**config.mk**
```make
export PLATFORM = sky130hd
export DESIGN_NAME = count_display
export DESIGN_NICKNAME = d
export VERILOG_FILES = /design/src/rtl/count_display_pkg.sv /design/src/rtl/seven_seg_decoder.sv /design/src/rtl/count_display.sv
export SDC_FILE = /design/constraint.sdc
export NUM_CORES = 1
export LEC_CHECK = 0
export CORE_ASPECT_RATIO = 0.6
export CORE_MARGIN = 4
export CORE_UTILIZATION = 55
export DETAILED_ROUTE_END_ITERATION = 10
export PLACE_DENSITY = 0.78
export SYNTH_ARGS = -nofsm -noshare
export SYNTH_HDL_FRONTEND = slang
export SYNTH_SLANG_ARGS = --single-unit
```
**constraint.sdc**
```tcl
create_clock -name clk -period 2.24 [get_ports clk]
set_input_delay 0.336 -clock clk [delete_from_list [all_inputs] [get_ports clk]]
set_output_delay 0.336 -clock clk [all_outputs]
set_load 0.03 [all_outputs]
```
**src/rtl/count_display_pkg.sv**
```systemverilog
// count_display_pkg
//   Shared definitions for the count_display slice: FSM state encoding,
//   active-low 7-segment glyph constants ({g,f,e,d,c,b,a}) and the
//   double-dabble nibble adjust helper.
package count_display_pkg;

  typedef enum logic [1:0] {
    IDLE  = 2'd0,
    SHIFT = 2'd1,
    DONE  = 2'd2
  } state_t;

  // All segments off (active-low).
  localparam logic [6:0] SEG_BLANK = 7'h7F;

  // Glyphs for decimal digits 0..9, active-low {g,f,e,d,c,b,a}.
  localparam logic [6:0] SEG_DIGIT [0:9] = '{
    7'h40, 7'h79, 7'h24, 7'h30, 7'h19,
    7'h12, 7'h02, 7'h78, 7'h00, 7'h10
  };

  // Double-dabble correction: a BCD nibble of 5 or more gets +3 before the
  // shift so that it carries correctly into the next decimal digit.
  function automatic logic [3:0] add3_nibble(input logic [3:0] n);
    return (n >= 4'd5) ? (n + 4'd3) : n;
  endfunction

endpackage

```
**src/rtl/seven_seg_decoder.sv**
```systemverilog
// seven_seg_decoder
//   Converts one BCD digit to an active-low 7-segment pattern.
//   Ports:
//     digit  in   4   BCD digit; values above 9 render blank
//     blank  in   1   force all segments off
//     seg    out  7   {g,f,e,d,c,b,a}, active-low
module seven_seg_decoder
  import count_display_pkg::*;
(
  input  logic [3:0] digit,
  input  logic       blank,
  output logic [6:0] seg
);

  always_comb begin
    seg = SEG_BLANK;
    if (!blank && (digit <= 4'd9)) begin
      seg = SEG_DIGIT[digit];
    end
  end

endmodule

```
**src/rtl/count_display.sv**
```systemverilog
// count_display
//   Converts a binary population count to BCD with a one-bit-per-clock
//   double-dabble FSM and drives registered active-low 7-segment digits.
//   A conversion only starts when the input differs from the last converted
//   value (or after reset), so the display outputs hold steady between updates.
//   Ports:
//     clk    in   1             rising-edge clock
//     rst_n  in   1             asynchronous active-low reset
//     count  in   IN_WIDTH      binary value, sampled only while idle
//     bcd    out  4*DIGITS      converted value, LSD in [3:0]
//     hex    out  7*DIGITS      7-seg per digit, hex[7i+6:7i] = {g,f,e,d,c,b,a}
//     busy   out  1             conversion in progress (SHIFT or DONE)
//     done   out  1             one-cycle pulse when bcd/hex update
module count_display
  import count_display_pkg::*;
#(
  parameter int unsigned IN_WIDTH      = 11,
  parameter int unsigned DIGITS        = 4,
  parameter int unsigned BLANK_LEADING = 1
) (
  input  logic                  clk,
  input  logic                  rst_n,
  input  logic [IN_WIDTH-1:0]   count,
  output logic [4*DIGITS-1:0]   bcd,
  output logic [7*DIGITS-1:0]   hex,
  output logic                  busy,
  output logic                  done
);

  localparam int unsigned BW = 4 * DIGITS;
  localparam int unsigned CW = $clog2(IN_WIDTH + 1);

  if (10 ** DIGITS <= 2 ** IN_WIDTH - 1) begin : g_digits_check
    $error("count_display: DIGITS too small to hold 2**IN_WIDTH-1");
  end

  state_t              state;
  logic [IN_WIDTH-1:0] shreg;
  logic [IN_WIDTH-1:0] cap;
  logic [IN_WIDTH-1:0] last_val;
  logic [BW-1:0]       work;
  logic [BW-1:0]       work_adj;
  logic [CW-1:0]       bit_cnt;
  logic                force_conv;
  logic [DIGITS-1:0]   blank;
  logic                higher_zero;
  logic [7*DIGITS-1:0] seg_next;

  // Per-nibble +3 adjust applied before every shift.
  always_comb begin
    work_adj = '0;
    for (int unsigned i = 0; i < DIGITS; i++) begin
      work_adj[4*i +: 4] = add3_nibble(work[4*i +: 4]);
    end
  end

  // Leading-zero blanking: scan from the most significant digit downwards;
  // a digit is blank while it and everything above it is zero. Digit 0 is
  // never blanked so a value of zero still shows '0'.
  always_comb begin
    blank       = '0;
    higher_zero = 1'b1;
    for (int unsigned k = 0; k < DIGITS - 1; k++) begin
      higher_zero = higher_zero && (work[4*(DIGITS-1-k) +: 4] == 4'd0);
      blank[DIGITS-1-k] = (BLANK_LEADING != 0) && higher_zero;
    end
  end

  for (genvar g = 0; g < DIGITS; g++) begin : g_dec
    seven_seg_decoder u_dec (
      .digit (work[4*g +: 4]),
      .blank (blank[g]),
      .seg   (seg_next[7*g +: 7])
    );
  end

  assign busy = (state != IDLE);

  always_ff @(posedge clk or negedge rst_n) begin
    if (!rst_n) begin
      state      <= IDLE;
      shreg      <= '0;
      cap        <= '0;
      last_val   <= '0;
      work       <= '0;
      bit_cnt    <= '0;
      force_conv <= 1'b1;
      bcd        <= '0;
      done       <= 1'b0;
      for (int unsigned i = 0; i < DIGITS; i++) begin
        hex[7*i +: 7] <= ((i == 0) || (BLANK_LEADING == 0)) ? SEG_DIGIT[0] : SEG_BLANK;
      end
    end else begin
      done <= 1'b0;
      unique case (state)
        IDLE: begin
          if (force_conv || (count != last_val)) begin
            shreg      <= count;
            cap        <= count;
            work       <= '0;
            bit_cnt    <= CW'(IN_WIDTH);
            force_conv <= 1'b0;
            state      <= SHIFT;
          end
        end
        SHIFT: begin
          // {work, shreg} <<= 1 after the add-3 correction.
          work    <= {work_adj[BW-2:0], shreg[IN_WIDTH-1]};
          shreg   <= {shreg[IN_WIDTH-2:0], 1'b0};
          bit_cnt <= bit_cnt - 1'b1;
          if (bit_cnt == CW'(1)) begin
            state <= DONE;
          end
        end
        DONE: begin
          bcd      <= work;
          hex      <= seg_next;
          last_val <= cap;
          done     <= 1'b1;
          state    <= IDLE;
        end
        default: state <= IDLE;
      endcase
    end
  end

endmodule

```
==> key figures, run 1 <==
Placed design
  – IO buf count: between 50 and 60
  – Dpl ws: -0.3328 ns
  – Post-DP HPWL: approximately 8.3 mm
  – Global placement routability congestion: approximately 0.9
  – DP Area: about 5900 um2

Logic synthesis
  – Post-synth EDFFs: 0
  – Mapped Area: between 4000 and 5000 um2
  – Mean Syn Cell Area: approximately 10 um2
  – Synth Area in XOR/XNOR: 2.997%
  – Ys Warns: 0
  – Post-Synth Simple-Gate Area: roughly an eighth
  – Sequential element share of the synthesized area: between 50% and 60%
  – Synth Area in Compound Gates: 19.42%
  – Count of cell types in the netlist: 51
  – Synth async-reset ratio: 100.0%
  – Synth Register Bits: roughly 100
  – Top FF cell, synth: dfrtp_1
  – Largest family of logic cells by synthesized area: compound AO/OA/AOI/OAI gates
  – Adder-cell share of the synthesized area: 5.540%
  – Cells after Synth: ~480
  – Post-synthesis mux area share: about 3.3%
  – Syn Nets: 514

Floorplanning
  – Die width: roughly 130 um
  – Starting Density: between 50% and 60%
  – Core area: a little under 9000 um2
  – Standard-cell rows: 26
  – Die area: between 10000 and 15000 um2
  – I/O Pins: 59
  – Die Height: 81.62 um

Setup path
  – Arr. time, crit path: about 2.4 ns
  – CP Cell Sequence: clkdlybuf4s50_1 -> xor2_1 -> or4_4 -> o31ai_2 -> buf_6 -> mux2_2
  – Max FO, Critical Path: 11
  – Crit-path max cell delay: 0.56 ns
  – Crit end category: flip-flop
  – Critical path class: input port to flip-flop
  – CP max-delay cell: or4_4
  – Required @ worst endpoint: around 2.5 ns
  – CP Launch Type: input port

Final layout
  – Layout Nets: ~590
  – Syn-to-layout area delta: 25.36%
  – Antenna diode count: 0
  – Post-route cell area: between 6000 and 7000 um2
  – Share of cells above drive strength 1: between 10% and 20%

Drt
  – Routed Antenna Nets: 0
  – Drt pass-1 iters: 4
  – Routed len/inst: roughly 17 um
  – DRT Wirelength: around 12 mm
  – Drc violations: 0
  – Avg Vias per Cell: ~5.8
  – Routed vias: about 3900
  – DRT iter0 DRCs: 343

Clocking
  – CTS root buf: clkbuf_16
  – CTS H-tree depth: 3
  – Later-pin clock latency in the skew report: 0.35 ns
  – CTS Sinks: ~100
  – CTS tree: built
  – Clk pin slew, worst setup/hold paths: 0.06 ns
  – CTS Buf Count: 9
  – Clock buffer depth: 2
  – Postcts setup bufs: 0

Timing
  – Slew headroom: 69.03%
  – Hold Fails Final Rpt: 0
  – Clock Skew: 0.006593 ns
  – RSZ-0062 raised after global routing: true
  – Setup TNS: 0 ns
  – Clock period minus final worst setup slack: between 2 and 2.5 ns
  – Final setup viols: 0
  – Final period utilization: approximately 98%
  – Slew Viols, Final: 0
  – Worst setup margin: around 0.046 ns
  – Highest clock rate: 455.8 MHz
  – Worst slew pin tran: approximately 0.45 ns

Power
  – Power per cell area: 1620 nW/um2
  – Maximum vdd ir drop: 0.0008279 V
  – Leak: approximately 0.0029 uW

GRT
  – Total grt overflow: 0
  – Initial antenna violation count: 0
  – Gr usage total: between 20% and 30%
  – Largest net degree at the start of global routing: 37
  – First-pass GRT wire length: around 20 mm
  – Vias in the first global route: 3788

Flow run
  – Max-Cap Viols: 0

Worst hold path
  – Worst hold-check path type: flip-flop to flip-flop

Status
  – Status: finished clean
## per-layer routing
layer  part of all wire, %  track usage, %  vias up
li1                      -               -     1844
met1                    52           37.32     1913
met2                    42           34.13      112
met3                   4.8           5.068       13
met4                   1.4           6.674        0
met5                     0               0        -
## layout make-up
class / count / area (um2)
multi-input combinational: 331 / 2235
sequential: 101 / 2556
inverter: 21 / 78.83
clock inverter: 4 / 95.09
timing repair buffer: 92 / 877.1
tap: 112 / 140.1
fill: 602 / 2425
clock buffer: 12 / 246.5
## Yosys cell counts (all sizes together) (4+ instances only)
cell / number / area [um2]
a21oi: 17 / 85.08
a221o: 4 / 40.04
a22o: 12 / 105.1
a31oi: 4 / 25.02
and2: 4 / 25.02
buf: 6 / 42.54
clkbuf: 21 / 78.83
dfrtp: 78 / 1952
dfstp: 23 / 604.3
ha: 22 / 275.3
inv: 21 / 78.83
mux2: 10 / 112.6
mux2i: 5 / 50.05
nand2: 80 / 300.3
nand2b: 12 / 75.07
nor2: 26 / 97.59
nor2b: 4 / 25.02
nor3: 4 / 20.02
o21ai: 36 / 180.2
o221a: 10 / 112.6
o22a: 21 / 183.9
o31ai: 4 / 30.03
or4: 5 / 48.79
xnor2: 10 / 87.58
xor2: 7 / 61.31
## kinds of logic after synthesis
| kind of cell | after synthesis |
|---|---|
| simple gates | 146 |
| compound gates | 130 |
| mux | 15 |
| flops | 101 |
| xor+xnor | 17 |
| fa+ha+maj | 22 |
| buf+inv | 48 |
## state kept, by name, summed over array words and instances, names as in the netlist
name        cells
hex            28
bcd            16
work           16
cap            11
last_val       11
shreg          11
bit_cnt         4
state           2
done            1
force_conv      1
## path summary, 6_finish.rpt
check / to / depth (start not counted) / start / slack [ns]
worst max-delay path: cap[1] / 6 / count[5] / 0.05
worst min-delay path: last_val[10] / 2 / cap[10] / 0.47
worst max register to register: cap[1] / 5 / last_val[5] / 0.08
worst min register to register: last_val[10] / 2 / cap[10] / 0.47
max in group asynchronous: hex[6] / 3 / rst_n / 1.09
min in group asynchronous: work[9] / 2 / rst_n / 0.50
## placed cells by master (no fill, tap or decap), types with 2 or more instances in the layout
master	instances
nand2_1	80
dfrtp_1	78
clkdlybuf4s50_1	57
o21ai_0	35
buf_4	30
nor2_1	26
dfstp_2	23
ha_1	22
inv_1	21
o22a_1	21
a21oi_1	17
a22o_1	12
nand2b_1	11
xnor2_1	10
mux2_2	9
clkbuf_16	9
xor2_1	7
o221a_1	7
or4_4	5
mux2i_1	5
a31oi_1	4
and2_1	4
nor3_1	4
nor2b_1	4
a221o_1	4
o221a_2	3
o31ai_1	3
a21o_1	3
a32oi_1	3
and3_1	3
nand3_1	3
o2bb2ai_1	3
bufinv_16	3
buf_12	3
nand4_1	2
a21boi_0	2
a22oi_1	2
a211o_1	2
clkbuf_1	2
## stage by stage
| step | std cells | total power (uW) | utilization, % | hold slack, ns |
|---|---|---|---|---|
| 6_report | 673 | 10090 | 71.98 | 0.4658 |
| 5_1_grt | 673 | 10760 | 71.98 | 0.4774 |
| 4_1_cts | 672 | 10090 | 71.76 | 0.4718 |
| 3_5_place_dp | 655 | 8261 | 67.70 | 0.3250 |
| 3_3_place_gp | 655 | 8055 | 67.70 | 0.3247 |
| 2_1_floorplan | 479 | 6598 | - | 0.04041 |
## what timing repair did
item / 4_1_cts / 5_1_grt
hold buffers: 1 / 0
hold endpoints to repair: 21 / 0
resized for setup: 0 / 3
endpoints found under the setup margin: 0 / 14
## where the power goes
part           internal, uW  switching (uW)  total (uW)
Clock                  1120             656        1780
Sequential             2810             791        3600
Combinational          2200            2510        4720
## critical path: cells and delay by family
kind	cells	cell delay, ns
AOI/OAI and AO/OA	1	0.32
xor gates and xnor gates	1	0.20
buffers and inverters	2	0.65
muxes	1	0.35
and+or+nand+nor	1	0.56
Note: power is estimated with default switching activity, not from simulation.
==> run 2, diff against run 1 <==
--- a/config.mk
+++ b/config.mk
@@ -6,7 +6,7 @@
 export NUM_CORES = 1
 export LEC_CHECK = 0
 export CORE_ASPECT_RATIO = 0.6
-export CORE_MARGIN = 4
+export CORE_MARGIN = 2
 export CORE_UTILIZATION = 55
 export DETAILED_ROUTE_END_ITERATION = 10
 export PLACE_DENSITY = 0.78
==> run 2 against run 1 <==
  * Sequential share of layout area rose by 0.27 points
  * Via count fell by 1.3%
  * Non-clock buffer count fell by 4
  * Flip-flop and latch count did not move
  * Global-route usage rose by 0.60 points
  * Critical path depth fell by 2
  * Design area fell by 0.66%
  * Clock power fell by 8%
==> key figures, run 2 (same netlist as run 1, synthesis figures left out) <==
Status
  – Status: finished clean

Drt
  – Drc violations: 0
  – Avg Vias per Cell: approximately 5.7
  – DRT iter0 DRCs: 276
  – Routed Antenna Nets: 0
  – Routed len/inst: roughly 17 um
  – Routed vias: ~3800
  – Drt pass-1 iters: 5
  – DRT Wirelength: roughly 11 mm

GRT
  – Total grt overflow: 0
  – Initial antenna violation count: 0
  – Vias in the first global route: between 3000 and 4000
  – Grt met1 use: between 30% and 40%
  – GR Util met3: under 10%
  – Met2 usage: a little over a third
  – First-pass GRT wire length: between 15 and 20 mm
  – Gr usage total: between 20% and 30%
  – Largest net degree at the start of global routing: 65
  – GRT Max-Usage Layer: met1

Worst hold path
  – Worst hold path depth: 3
  – HP Start: count[10]
  – Worst Hold End: cap[10]
  – Worst hold-check path type: input port to flip-flop

Clocking
  – Later-pin clock latency in the skew report: around 0.35 ns
  – Postcts setup bufs: 0
  – CTS tree: built
  – CTS Sinks: 101
  – CTS Buf Count: 9
  – Clk pin slew, worst setup/hold paths: 0.07 ns
  – CTS root buf: clkbuf_16
  – CTS H-tree depth: 3
  – Clock buffer depth: 2

Timing
  – Final period utilization: 98.58%
  – Setup TNS: 0 ns
  – Clock Skew: about 0.0083 ns
  – Final setup viols: 0
  – Clock period minus final worst setup slack: approximately 2.2 ns
  – Worst slew pin tran: around 0.50 ns
  – Slew Viols, Final: 0
  – Highest clock rate: ~450 MHz
  – Slew headroom: around two thirds
  – Hold Fails Final Rpt: 0
  – RSZ-0062 raised after global routing: true

Setup path
  – Required @ worst endpoint: approximately 2.5 ns
  – CP Launch Type: flip-flop
  – R2r endpoint: shreg[8]
  – Critical path class: flip-flop to flip-flop
  – Crit end category: flip-flop
  – Reg-to-reg slack, setup: ~0.032 ns
  – Worst R2R Start: last_val[10]
  – Arr. time, crit path: roughly 2.4 ns
  – Max FO, Critical Path: 6
  – Reg2Reg Depth: 4

Floorplanning
  – I/O Pins: 59
  – Die Height: ~78 um
  – Die width: between 100 and 150 um
  – Core area: between 8000 and 9000 um2
  – Standard-cell rows: 26
  – Die area: slightly below 10000 um2
  – Starting Density: a little under three fifths

Final layout
  – Commonest non-fill, non-tap cells in the layout: nand2_1, dfrtp_1, clkdlybuf4s50_1
  – Largest registers: hex (28), bcd (16), work (16)
  – Layout Nets: ~590
  – Commonest non-fill, non-tap cell in the layout: nand2_1
  – Antenna diode count: 0
  – Share of cells above drive strength 1: 16.16%
  – Syn-to-layout area delta: 24.53%
  – Largest register FFs: 28
  – Most flops, register: hex

Placed design
  – IO buf count: between 50 and 60
  – Post-DP HPWL: 8.006 mm
  – Global placement routability congestion: between 0.8 and 0.9

Power
  – Leak: between 0.002 and 0.003 uW
  – Maximum vdd ir drop: around 0.00094 V
  – Tot Pwr: roughly 9900 uW
  – Power per cell area: ~1600 nW/um2

Flow run
  – Max-Cap Viols: 0
-- run 2: worst max-delay path by stage --
stage	cells after the start	startpoint	slack, ns	end
CTS	6	count[10]	0.005	cap[7]
global route	4	last_val[10]	-0.005	shreg[2]
detailed placement	6	count[5]	-0.36	work[15]
floorplan	5	last_val[8]	0.17	shreg[3]
global placement	5	count[5]	-0.30	shreg[1]
finish	4	last_val[10]	0.03	shreg[8]
-- run 2: critical path: stages (launching register included) --
cell and delay, ns:
dfrtp_1 0.42, xor2_2 0.21, or4_4 0.57, or4_4 0.60
o221a_1 0.29
-- run 2: layout make-up --
class	count	area (um2)
Multi-Input combinational cell	331	2253
Timing Repair Buffer	88	849.6
Clock buffer	12	236.5
Fill cell	623	2466
Inverter	21	78.83
Clock inverter	4	72.57
Tap cell	112	140.1
Sequential cell	101	2556
-- run 2: power by group --
part	total, uW	switching, uW	internal [uW]
sequential	3590	779	2810
clock	1630	651	978
combinational	4720	2530	2190
-- run 2: per-layer routing --
layer | vias to the layer above | part of all wire (%)
met3 | 17 | 7.2
li1 | 1837 | -
met5 | - | 0
met1 | 1840 | 49
met4 | 0 | 1.3
met2 | 137 | 42
-- run 2: through the flow --
step / setup WS, ns / hold slack [ns] / utilization, % / std cells / instance area (um2)
after floorplan: 0.1654 / 0.04041 / - / 479 / 4969
after global placement: -0.3040 / 0.3268 / 67.35 / 651 / 5828
after detailed placement: -0.3570 / 0.3404 / 67.35 / 651 / 5828
after CTS: 0.004893 / 0.4581 / 71.04 / 668 / 6147
after global routing: -0.004699 / 0.4611 / 71.50 / 669 / 6187
final: 0.03191 / 0.4530 / 71.50 / 669 / 6187
-- run 2: repair_timing --
action,4_1_cts,5_1_grt
resized for setup,0,9
setup endpoints to repair,0,21
hold buffers,1,0
hold endpoints to repair,21,0
==> run 3, diff against run 2 <==
--- a/config.mk
+++ b/config.mk
@@ -5,6 +5,7 @@
 export SDC_FILE = /design/constraint.sdc
 export NUM_CORES = 1
 export LEC_CHECK = 0
+export CAP_MARGIN = 20
 export CORE_ASPECT_RATIO = 0.6
 export CORE_MARGIN = 2
 export CORE_UTILIZATION = 55
==> results of run 3 <==
Final layout, timing and power as in run 2 (identical DEF).
